[src/rtl/pong_game_ctrl.sv]
// Pong game-flow controller: attract screen, serve, rally, point and game-over sequencing.
// Owns both scores and drives the renderer state plus the ball-physics run/recentre controls.
module pong_game_ctrl #(
  parameter int WIN_SCORE    = 11,
  parameter int SERVE_FRAMES = 60,
  parameter int POINT_FRAMES = 30,
  parameter int OVER_FRAMES  = 120
) (
  input  logic       clk_0,
  input  logic       rst,
  input  logic       frame_tick,
  input  logic       any_key,
  input  logic       miss_left,
  input  logic       miss_right,
  output logic [3:0] score_p1,
  output logic [3:0] score_p2,
  output logic       sq_shown,
  output logic       game_over,
  output logic       show_startup,
  output logic       ball_run,
  output logic       ball_reset,
  output logic       serve_dir
);

  typedef enum logic [2:0] {
    ST_ATTRACT,
    ST_SERVE_WAIT,
    ST_PLAY,
    ST_POINT,
    ST_OVER
  } state_t;

  localparam logic [3:0] WIN        = 4'(WIN_SCORE);
  localparam logic [7:0] SERVE_LAST = 8'(SERVE_FRAMES - 1);
  localparam logic [7:0] POINT_LAST = 8'(POINT_FRAMES - 1);
  localparam logic [7:0] OVER_LIM   = 8'(OVER_FRAMES);

  state_t     state, state_nxt;
  logic [7:0] cnt, cnt_nxt;
  logic       key_q, key_edge;
  logic [3:0] p1_nxt, p2_nxt;
  logic       dir_nxt, entering;
  logic       sq_nxt, over_nxt, startup_nxt, run_nxt, recentre_nxt;

  function automatic logic [3:0] sat_inc(input logic [3:0] s);
    return (s >= WIN) ? WIN : s + 4'd1;
  endfunction

  function automatic logic [7:0] sat_cnt(input logic [7:0] c);
    return (c == 8'hFF) ? c : c + 8'd1;
  endfunction

  assign key_edge = any_key & ~key_q;

  always_comb begin
    state_nxt = state;
    p1_nxt    = score_p1;
    p2_nxt    = score_p2;
    dir_nxt   = serve_dir;
    case (state)
      ST_ATTRACT:    if (key_edge) state_nxt = ST_SERVE_WAIT;
      ST_SERVE_WAIT: if (frame_tick && cnt == SERVE_LAST) state_nxt = ST_PLAY;
      ST_PLAY: begin
        // A simultaneous double miss credits player 2 only.
        if (miss_left) begin
          p2_nxt    = sat_inc(score_p2);
          dir_nxt   = 1'b0;
          state_nxt = ST_POINT;
        end else if (miss_right) begin
          p1_nxt    = sat_inc(score_p1);
          dir_nxt   = 1'b1;
          state_nxt = ST_POINT;
        end
      end
      ST_POINT: begin
        if (frame_tick && cnt == POINT_LAST)
          state_nxt = (score_p1 == WIN || score_p2 == WIN) ? ST_OVER : ST_SERVE_WAIT;
      end
      ST_OVER: begin
        if (key_edge && cnt >= OVER_LIM) begin
          state_nxt = ST_ATTRACT;
          p1_nxt    = 4'd0;
          p2_nxt    = 4'd0;
          dir_nxt   = 1'b0;
        end
      end
      default: state_nxt = ST_ATTRACT;
    endcase

    entering = (state_nxt != state);
    if (entering)        cnt_nxt = 8'd0;
    else if (frame_tick) cnt_nxt = sat_cnt(cnt);
    else                 cnt_nxt = cnt;

    // Outputs are decoded from the next state so the registers line up with it.
    sq_nxt       = (state_nxt == ST_SERVE_WAIT) || (state_nxt == ST_PLAY);
    over_nxt     = (state_nxt == ST_OVER);
    startup_nxt  = (state_nxt == ST_ATTRACT);
    run_nxt      = (state_nxt == ST_PLAY);
    recentre_nxt = entering && ((state_nxt == ST_SERVE_WAIT) || (state_nxt == ST_POINT));
  end

  always_ff @(posedge clk_0 or posedge rst) begin
    if (rst) begin
      state        <= ST_ATTRACT;
      cnt          <= 8'd0;
      key_q        <= 1'b0;
      score_p1     <= 4'd0;
      score_p2     <= 4'd0;
      serve_dir    <= 1'b0;
      sq_shown     <= 1'b0;
      game_over    <= 1'b0;
      show_startup <= 1'b1;
      ball_run     <= 1'b0;
      ball_reset   <= 1'b0;
    end else begin
      state        <= state_nxt;
      cnt          <= cnt_nxt;
      key_q        <= any_key;
      score_p1     <= p1_nxt;
      score_p2     <= p2_nxt;
      serve_dir    <= dir_nxt;
      sq_shown     <= sq_nxt;
      game_over    <= over_nxt;
      show_startup <= startup_nxt;
      ball_run     <= run_nxt;
      ball_reset   <= recentre_nxt;
    end
  end

endmodule

[config.mk]
export PLATFORM = sky130hd
export DESIGN_NAME = pong_game_ctrl
export DESIGN_NICKNAME = d
export VERILOG_FILES = /design/src/rtl/pong_game_ctrl.sv
export SDC_FILE = /design/constraint.sdc
export NUM_CORES = 1
export LEC_CHECK = 0
export ABC_AREA = 1
export CAP_MARGIN = 0
export CORE_ASPECT_RATIO = 0.9
export CORE_MARGIN = 2
export CORE_UTILIZATION = 40
export DETAILED_ROUTE_END_ITERATION = 7
export PLACE_DENSITY = 0.59
export SLEW_MARGIN = 20
export SYNTH_ARGS = -nofsm -noshare
export SYNTH_HDL_FRONTEND = slang
export SYNTH_SLANG_ARGS = --single-unit
[constraint.sdc]
create_clock -name clk_0 -period 2.3 [get_ports clk_0]
set_clock_uncertainty 0.15 [all_clocks]
set_input_delay 0.575 -clock clk_0 [delete_from_list [all_inputs] [get_ports clk_0]]
set_output_delay 0.575 -clock clk_0 [all_outputs]
set_load 0.01 [all_outputs]
==> metrics <==
syn nets 204; area delta synth->final 22.2%; ys async rst share 100%; number of buffers inserted by post-CTS setup repair 0; final number of setup-violating endpoints 0; utilization of the core after routing 50.1%; worst-path maximum fanout 1; ratio of routed vias to standard cells 4.79; area of the core 3680 µm²; maximum operating frequency 488 MHz; critical setup path kind reg2out; average instance area after synthesis 7.81 µm²; count of input and output buffers 19; pwr/cell area 893 nW/µm²; Die Area 4280 µm²; die boundary width 68.7 µm; detailed-route DRC error count 0; GPL Wtd Cong 0.905; count of maximum capacitance violations 0; number of rows created at floorplan 21; number of hold violations in the final report 0; wire length reported by the detailed router 2970 µm; Final HPWL DP 2360 µm; #FFs+latches synth 26; max_slew headroom 77.7%; status complete, no violations; longest individual stage delay on the worst path 0.53 ns; number of enable flip-flop cells after synthesis 0; largest net degree at the start of global routing 27; combined area of all synthesized cells 1510 µm²; H-tree level count 1; vias after detailed routing 1264; height of the die 62.2 µm; CTS hold repair buffers 0; CTS tree built; setup repair after global routing missed its margin no; clock buffer count from CTS 3; number of nets at the end of the flow 230; top_reg_cell synth dfrtp_1; Worst Tran Pin Value 0.331 ns; final max-slew violation count 0; post-synthesis cell count 193; wire length of the first global-routing pass 5290 µm; share of the clock period used by the worst path after layout 89.2%; clock latency reported for the late side of the worst-skew pair 0.28 ns; sequential fraction of the synthesis area 43.2%; VDD IR max 0.461 mV; critical path startpoint category register; via count of the first global-routing pass 1184; required time of the critical path 1.57 ns; clock root buffer master clkbuf_8; path category of the worst min-delay check reg2reg; number of cells upsized or downsized after cts 0; 1st-iter DRT viols 116; routed len/inst 11.3 µm; GRT overflow 0; first-pass iteration count of the detailed router 4; arrival time of the worst setup path 1.33 ns; Largest delay share family, worst path flip-flops; fraction of layout instances using a drive strength above 1 16.5%; Clock Sinks 26; Ant. Diodes 0; maximum root-to-sink buffer count 2; Crit-path slowest cell dfstp_2; shortest period the worst path allows 2.05 ns; most common cell after layout, fill and taps aside nand2_1; Clock transition at path regs 0.10 ns; static leakage 0.884 nW; category of the worst setup path capture point output pin; total buffers and inverters traversed by the critical path 1; GRT Util Overall 16.1%; area after detailed placement 1770 µm²; count of pins on the block boundary 20; starting density of the core 41.0%; antenna violations before repair 0; commonest cells after routing, fill and taps aside nand2_1 (45), inv_1 (28), dfrtp_1 (25); Post-Route Setup TNS 0 ns; Final Instance Area 1840 µm²; Cell Chain, Critical Path clkdlybuf4s50_1; Synthesis Warnings 0; number of nets still failing antenna checks after routing 0; Synth cell types 26
[synth_stat cells (3+ instances only)]
library cell   n  area share [%]
nand2_1       45              11
inv_1         28             7.0
dfrtp_1       25              41
nor2_2        13             5.4
o21ai_0       12             4.0
nand3_1       11             3.7
nor2_1        11             2.7
xor2_1         7             4.1
inv_2          6             1.5
a21oi_1        5             1.7
ha_1           5             4.1
nor3_1         4             1.3
nand2_2        3             1.2
o21a_1         3             1.5
[state kept, by name (all words and copies together) (netlist names)]
name and count:
cnt 8, ball_run 1, ball_reset 1, score_p1 4, key_q 1, sq_shown 1, score_p2 4, game_over 1
show_startup 1, serve_dir 1, state 3
[kinds of logic (layout without fill, tap and decap cells)]
| kind of cell | count (synthesis) | in the layout | share of synthesized area, % |
|---|---|---|---|
| DFF | 26 | 26 | 43.2 |
| xor gates and xnor gates | 8 | 8 | 4.65 |
| AOI/OAI and AO/OA | 25 | 25 | 9.21 |
| and+or+nand+nor | 95 | 95 | 30.3 |
| buffers and inverters | 34 | 59 | 8.46 |
| adders and majority gates | 5 | 5 | 4.15 |
[worst register-to-register path, stage by stage, from the launching register on]
cell and delay, ns:
dfrtp_1 0.39, inv_1 0.11, ha_1 0.16, nand2_1 0.06, nor2_1 0.19, nand3_2 0.14
o21ai_1 0.13, nand2_1 0.06, nand2_1 0.11, inv_2 0.05, nand2_4 0.13, nor2_2 0.05
[report_power, final]
part	internal [mW]	switching [mW]	leakage (nW)	total, mW
clock	0.233	0.146	0.0357	0.379
combinational	0.300	0.295	0.519	0.595
sequential	0.563	0.107	0.329	0.670
total	1.10	0.548	0.884	1.64
[per-layer routing]
metal	vias up	routed length [µm]	GRT usage [%]
li1	649	-	-
met1	581	1380	21.9
met2	30	1440	24.5
met3	4	113	3.80
met4	0	41	5.88
met5	-	0	0
[through the flow]
| stage | hold WS, ns | power, mW | setup slack (ns) | instances |
|---|---|---|---|---|
| 2_1_floorplan | 0.384 | 1.03 | 0.641 | 193 |
| 3_3_place_gp | 0.344 | 1.26 | 0.0373 | 260 |
| 3_5_place_dp | 0.367 | 1.28 | 0.00736 | 260 |
| 4_1_cts | 0.391 | 1.67 | 0.231 | 264 |
| 5_1_grt | 0.423 | 1.78 | 0.175 | 264 |
| 6_report | 0.380 | 1.64 | 0.249 | 264 |
[worst paths after layout]
check	startpoint	to	slack, ns	cells past startpoint
max	show_startup	show_startup	0.25	1
min	serve_dir	serve_dir	0.38	2
max reg2reg	cnt[1]	cnt[5]	0.44	11
min reg2reg	serve_dir	serve_dir	0.38	2
max in group asynchronous	rst	show_startup	1.22	3
min in group asynchronous	rst	score_p1[2]	0.49	3
[final cells by class]
cell class                 count  area [µm²]
fill                         357        1840
multi-input combinational    133         728
sequential                    26         652
timing repair buffer          21         205
inverter                      34         128
tap                           46        57.6
clock buffer                   3        41.3
clock inverter                 1        30.0
Note: power is estimated with default switching activity, not from simulation.
